### src/rtl/board_io_conditioner.sv
// Board I/O conditioner: synchronised, debounced switch inputs with edge
// pulses, plus LED PWM channels sharing one free-running counter.
module board_io_conditioner #(
  parameter int N_IN            = 7,
  parameter int N_OUT           = 4,
  parameter int DEBOUNCE_CYCLES = 16,
  parameter int PWM_W           = 8
) (
  input  logic                   clk_i,
  input  logic                   rst_ni,
  input  logic [N_IN-1:0]        raw_i,
  output logic [N_IN-1:0]        in_o,
  output logic [N_IN-1:0]        rise_o,
  output logic [N_IN-1:0]        fall_o,
  input  logic [N_OUT-1:0]       led_en_i,
  input  logic [N_OUT*PWM_W-1:0] duty_i,
  output logic [N_OUT-1:0]       pwm_o,
  output logic                   period_o
);

  localparam int CW = $clog2(DEBOUNCE_CYCLES);
  localparam logic [CW-1:0] C_LAST = CW'(DEBOUNCE_CYCLES - 1);
  localparam logic [PWM_W-1:0] P_LAST = '1;
  localparam logic [PWM_W-1:0] P_PRE = {{(PWM_W-1){1'b1}}, 1'b0};

  logic [N_IN-1:0]  r_s1;
  logic [N_IN-1:0]  r_s2;
  logic [N_IN-1:0]  r_stable;
  logic [N_IN-1:0]  r_rise;
  logic [N_IN-1:0]  r_fall;
  logic [CW-1:0]    r_cnt [N_IN];

  logic [PWM_W-1:0] r_pcnt;
  logic             r_period;
  logic [PWM_W-1:0] r_shadow [N_OUT];
  logic [N_OUT-1:0] r_pwm;

  logic [N_IN-1:0]  w_diff;
  logic             w_wrap;

  assign w_diff = r_s2 ^ r_stable;
  assign w_wrap = (r_pcnt == P_LAST);

  always_ff @(posedge clk_i or negedge rst_ni) begin
    if (!rst_ni) begin
      r_s1     <= '0;
      r_s2     <= '0;
      r_stable <= '0;
      r_rise   <= '0;
      r_fall   <= '0;
      for (int i = 0; i < N_IN; i++) begin
        r_cnt[i] <= '0;
      end
    end else begin
      r_s1 <= raw_i;
      r_s2 <= r_s1;
      for (int i = 0; i < N_IN; i++) begin
        r_rise[i] <= 1'b0;
        r_fall[i] <= 1'b0;
        if (!w_diff[i]) begin
          r_cnt[i] <= '0;
        end else if (r_cnt[i] != C_LAST) begin
          r_cnt[i] <= r_cnt[i] + CW'(1);
        end else begin
          // mismatch has persisted long enough: accept new level
          r_cnt[i]    <= '0;
          r_stable[i] <= r_s2[i];
          r_rise[i]   <= r_s2[i];
          r_fall[i]   <= ~r_s2[i];
        end
      end
    end
  end

  always_ff @(posedge clk_i or negedge rst_ni) begin
    if (!rst_ni) begin
      r_pcnt   <= '0;
      r_period <= 1'b0;
      r_pwm    <= '0;
      for (int c = 0; c < N_OUT; c++) begin
        r_shadow[c] <= '0;
      end
    end else begin
      r_pcnt   <= r_pcnt + PWM_W'(1);
      r_period <= (r_pcnt == P_PRE);
      for (int c = 0; c < N_OUT; c++) begin
        r_pwm[c] <= led_en_i[c] & (r_pcnt < r_shadow[c]);
        // duty only changes at the period boundary to avoid runt pulses
        if (w_wrap) begin
          r_shadow[c] <= duty_i[c*PWM_W +: PWM_W];
        end
      end
    end
  end

  assign in_o     = r_stable;
  assign rise_o   = r_rise;
  assign fall_o   = r_fall;
  assign pwm_o    = r_pwm;
  assign period_o = r_period;

endmodule

### config.mk
export PLATFORM = sky130hd
export DESIGN_NAME = board_io_conditioner
export DESIGN_NICKNAME = d
export VERILOG_FILES = /design/src/rtl/board_io_conditioner.sv
export SDC_FILE = /design/constraint.sdc
export NUM_CORES = 1
export LEC_CHECK = 0
export CORE_MARGIN = 4
export CORE_UTILIZATION = 30
export CTS_CLUSTER_DIAMETER = 100
export DETAILED_ROUTE_END_ITERATION = 6
export DONT_BUFFER_PORTS = 1
export GPL_TIMING_DRIVEN = 0
export PLACE_DENSITY = 0.43
export SETUP_SLACK_MARGIN = 0.2
export SYNTH_ARGS = -nofsm -noshare
export SYNTH_HDL_FRONTEND = slang
export SYNTH_SLANG_ARGS = --single-unit
### constraint.sdc
create_clock -name clk_i -period 4.4 [get_ports clk_i]
set_clock_uncertainty 0.2 [all_clocks]
set_input_delay 0.88 -clock clk_i [delete_from_list [all_inputs] [get_ports clk_i]]
set_output_delay 0.88 -clock clk_i [all_outputs]
set_load 0.01 [all_outputs]
; Yosys cells after proc, flatten, opt, wreduce, memory -nomap -nowiden
; Cells that the tools add are included.
; W data, S select, Z words.
[totals]
reg_bits = 108
inputBits = 45
output_inout_bits = 26
wordCells = 114
[op_classes]
addsub = 8
order_cmp = 4
eq_ne = 9
mux = 42
bitwise = 19
n_reduce_logical = 7
[ops]
columns = operator, n
row1 = $mux W4, 14
row2 = $lt A8 B8 Y1, 4
row3 = $add A4 B1 Y4 const B, 7
row4 = $mux W1, 28
row5 = $ne A4 B4 Y1 const B, 7
row6 = $eq A8 B8 Y1 const B, 2
row7 = $not A1 Y1, 14
row8 = $reduce_and A2 Y1, 7
row9 = $add A8 B1 Y8 const B, 1
row10 = $xor A7 B7 Y7, 1
row11 = $and A1 B1 Y1, 4

; Longest topological paths before layout
[depth]
ltp_word = 3
mapped_depth = 5
mapped_depth_nobuf = 5

; Worst setup path before layout
; OpenSTA, ideal clock, no wires.
[synth_timing]
path_type = register -> register
from = reg r_pcnt[1]
to = reg r_shadow[0] in the netlist's numbering
setup_ns = 0.125
arrival_ns = 1.487
required_ns = 4.075
slack_ns = 2.588
path_stages_with_launch = 6
n_path_buf = 1
synth_period_minus_slack_ns = 1.812
cell_sequence = dfrtp_1 -> ha_1 -> nand3_4 -> nor2_8 -> buf_12 -> mux2_4
[synth_between]
elab_chain_cells = 1
[synth_lines]
columns = element, line
row1 = "start, declared", 33  ; logic [PWM_W-1:0] r_pcnt;
row2 = "start signal, assigned", 84  ; r_pcnt <= r_pcnt + PWM_W'(1);
row3 = $eq A8 B8 Y1, 42  ; assign w_wrap = (r_pcnt == P_LAST);
row4 = "end signal, assigned by index", 90  ; r_shadow[c] <= duty_i[c*PWM_W +: PWM_W];
row5 = "end, declared", 35  ; logic [PWM_W-1:0] r_shadow [N_OUT];
; Every way passes these cells.
; A chain may end at the register's enable or synchronous reset.

; Final worst setup path
[layout_timing]
from = reg r_pcnt[1]
to = reg r_shadow[21] in the netlist's numbering
; Same word-level chain as after synthesis.

==> flow_summary.yaml <==
yosys:
  ys_seq_area_frac: 0.554
  synth.distinct_cells: 28
  synthTopCellsByCount: "108 x dfrtp_1, 37 x ha_1, 37 x inv_1"
  ys_top_cells_by_area: "dfrtp_1 55%, ha_1 9.5%, mux2_4 9.2%"
  postSynthAreaPerCell_um2: 13.5
  netlist_area_um2: 4880
  yosysWarnings: 0
  yosys.area.top_type: "dfrtp_1"
  ys.flop_type: "dfrtp_1"
  synthCells: 360
  yosysMostFrequentCell: "dfrtp_1"
  synth_top_area_frac: 0.554
  synth-async-reset-ratio: 1.00
  yosys_register_bits: 108
  syn_nets: 442
  synth_edf_count: 0
worst_setup_path:
  r2r-start: "r_pcnt[1]"
  cp.arrival_ns: 2.09
  worstSetupPathType: "reg2reg"
  reg2reg_to: "r_shadow[21]"
  required_ns: 4.44
  startpoint: "r_pcnt[1]"
  worstPathCellList: "ha_1 -> nand3_4 -> nor2_8 -> buf_12 -> mux2_4"
  r2r_slack_ns: 2.35
  crit_end: "r_shadow[21]"
  cp_slowest_cell: "dfrtp_1"
  critPathLaunchType: "register"
  critPathMaxStageDelay_ns: 0.58
  r2r_cells: 5
  cp_max_fo: 10
  end_kind: "register"
timing:
  grt_setup_unrepaired: "no"
  slew_headroom: 0.523
  setup_viol: 0
  fin_ws_ns: 2.35
  setup_tns_ns: 0
  period_minus_slack_ns: 2.05
  tightest_slew_ns: 0.714
  final_max_slew_viol_count: 0
  period_share: 0.466
  hold_viol: 0
  max_freq_mhz: 488
clock_network:
  cts_tree: "built"
  cts_root_buf: "clkbuf_16"
  clkLatencyLatePin_ns: 0.35
  clockBufferDepth: 2
  clock_sinks: 108
  ctsHtreeMaxLevel: 3
  postCtsSetupBuffers: 0
  numCtsBuffers: 9
  ctsResizeCount: 0
  clkTransAtPathRegs_ns: 0.08
  hold_buffers: 3
detailed_routing:
  drcViolationCount: 0
  postRouteAntennaNets: 0
  met2RoutedLength_mm: 4.24
  detail_route.wl_per_cell_um: 15.4
  first_iter_violations: 110
  top_layer_used: "met4"
  wl_mm: 9.17
  dr_wl_met3_um: 571
  firstDrtPassIters: 4
  viasPerCell: 4.48
  drt-met1-wl_mm: 4.17
  vias: 2665
power:
  worst_ir_drop_vdd_mv: 0.185
  leakage_uw: 0.00241
  power.total_uw: 1900
  power.density_nw_per_um2: 345
placement:
  dpl_worst_slack_ns: 2.33
  io_buffers: 0
  routabilityCongestion: 0.684
  hpwl_mm: 5.99
global_route:
  grt_overflow: 0
  grt_max_degree: 74
  gr-usage-all-layers: 0.105
  grt_pass1_wl_mm: 14.6
  grt_pass1_vias: 2825
  antenna_found_initial: 0
floorplan:
  chipHeight_um: 136
  dieArea_um2: 18400
  die_width_um: 136
  pin_count: 71
  rows: 46
  initial_utilization: 0.307
  core-area_um2: 15900
outcome:
  outcome: "finished, final reports clean"
worst_hold_path:
  holdCritPathClass: "in2async"
finish:
  nets: 456
  antenna_cells: 0
  final_layout_size_suffix_gt1_frac: 0.169
  syn_to_final_growth_pct: 12.7
  final_util: 0.346
job:
  maxCapViolCount: 0
-- layout by cell type (no fill, tap or decap) --
cell type,count
o211ai_1,4
clkbuf_1,1
nand3_4,1
nand3_1,9
buf_12,4
nor2b_1,7
nand2b_1,4
nand4_1,2
mux2_2,9
nor2_1,10
nand4b_1,7
clkbuf_16,9
xnor2_1,17
a21oi_1,14
inv_6,2
nand4_4,1
ha_1,37
dlygate4sd3_1,1
nand2_1,2
a221oi_1,4
mux2_4,30
and2_2,1
inv_1,37
o2111a_1,4
o21ai_0,11
a21o_1,4
buf_16,1
inv_8,2
clkinv_4,3
xor2_1,3
a211oi_1,4
nor2_8,1
dfrtp_1,108
nor3b_1,25
-- layout make-up --
cell class / instances / area, µm²
Multi-Input combinational cell: 211 / 1970
Tap cell: 216 / 270
Fill cell: 1596 / 10400
Clock buffer: 9 / 225
Buffer: 4 / 63.8
Timing Repair Buffer: 3 / 57.6
Sequential cell: 108 / 2700
Clock inverter: 7 / 66.3
Inverter: 37 / 139
-- flip-flops by register name, summed over array words and instances (netlist names) --
register	count
period_o	1
r_cnt	28
pwm_o	4
r_shadow	32
rise_o	7
fall_o	7
in_o	7
r_s2	7
r_pcnt	8
r_s1	7
-- power by group --
part           internal, µW  total (µW)  switching [µW]
logic                  26.9        63.3            36.4
clock network           400         801             401
registers              1010        1030            20.2
-- through the flow --
stage	instance area (µm²)	hold slack, ns	cells
after global placement	5150	0.132	576
final	5500	0.133	595
after detailed placement	5150	0.135	576
after global routing	5500	0.121	595
after CTS	5500	0.119	595
after floorplan	4880	0.131	360
-- how the worst min path moves through the flow --
stage           endpoint  slack [ns]  cells after the start
2_1_floorplan    r_s2[0]        0.13                      0
3_3_place_gp     r_s2[6]        0.13                      0
3_5_place_dp     r_s2[5]        0.13                      0
4_1_cts        fall_o[5]        0.12                      1
5_1_grt        fall_o[5]        0.12                      1
6_report       fall_o[5]        0.13                      1
-- critical path: cells and delay by family (launching register included) --
| family | cells | cell delay (ns) |
|---|---|---|
| multiplexers | 1 | 0.31 |
| buffers and inverters | 1 | 0.18 |
| adder cells (fa/ha/maj) | 1 | 0.30 |
| AND/OR/NAND/NOR | 2 | 0.36 |
| flip-flops | 1 | 0.58 |
-- logic make-up (layout without fill, tap and decap cells) --
logic type | Yosys count | count (layout) | synth area share
AO/OA/AOI/OAI | 45 | 45 | 0.0605
XOR/XNOR | 20 | 20 | 0.0359
adder cells (fa/ha/maj) | 37 | 37 | 0.0949
buffers and inverters | 41 | 60 | 0.0416
flip-flops | 108 | 108 | 0.554
multiplexers | 39 | 39 | 0.113
AND/OR/NAND/NOR | 70 | 70 | 0.0998
-- layer usage --
metal  track usage  up-vias
met5             0        -
met4        0.0454        0
met3        0.0423       12
met2         0.165       60
met1         0.128     1301
li1              -     1292
No activity file was read; power rests on OpenSTA's default activity.
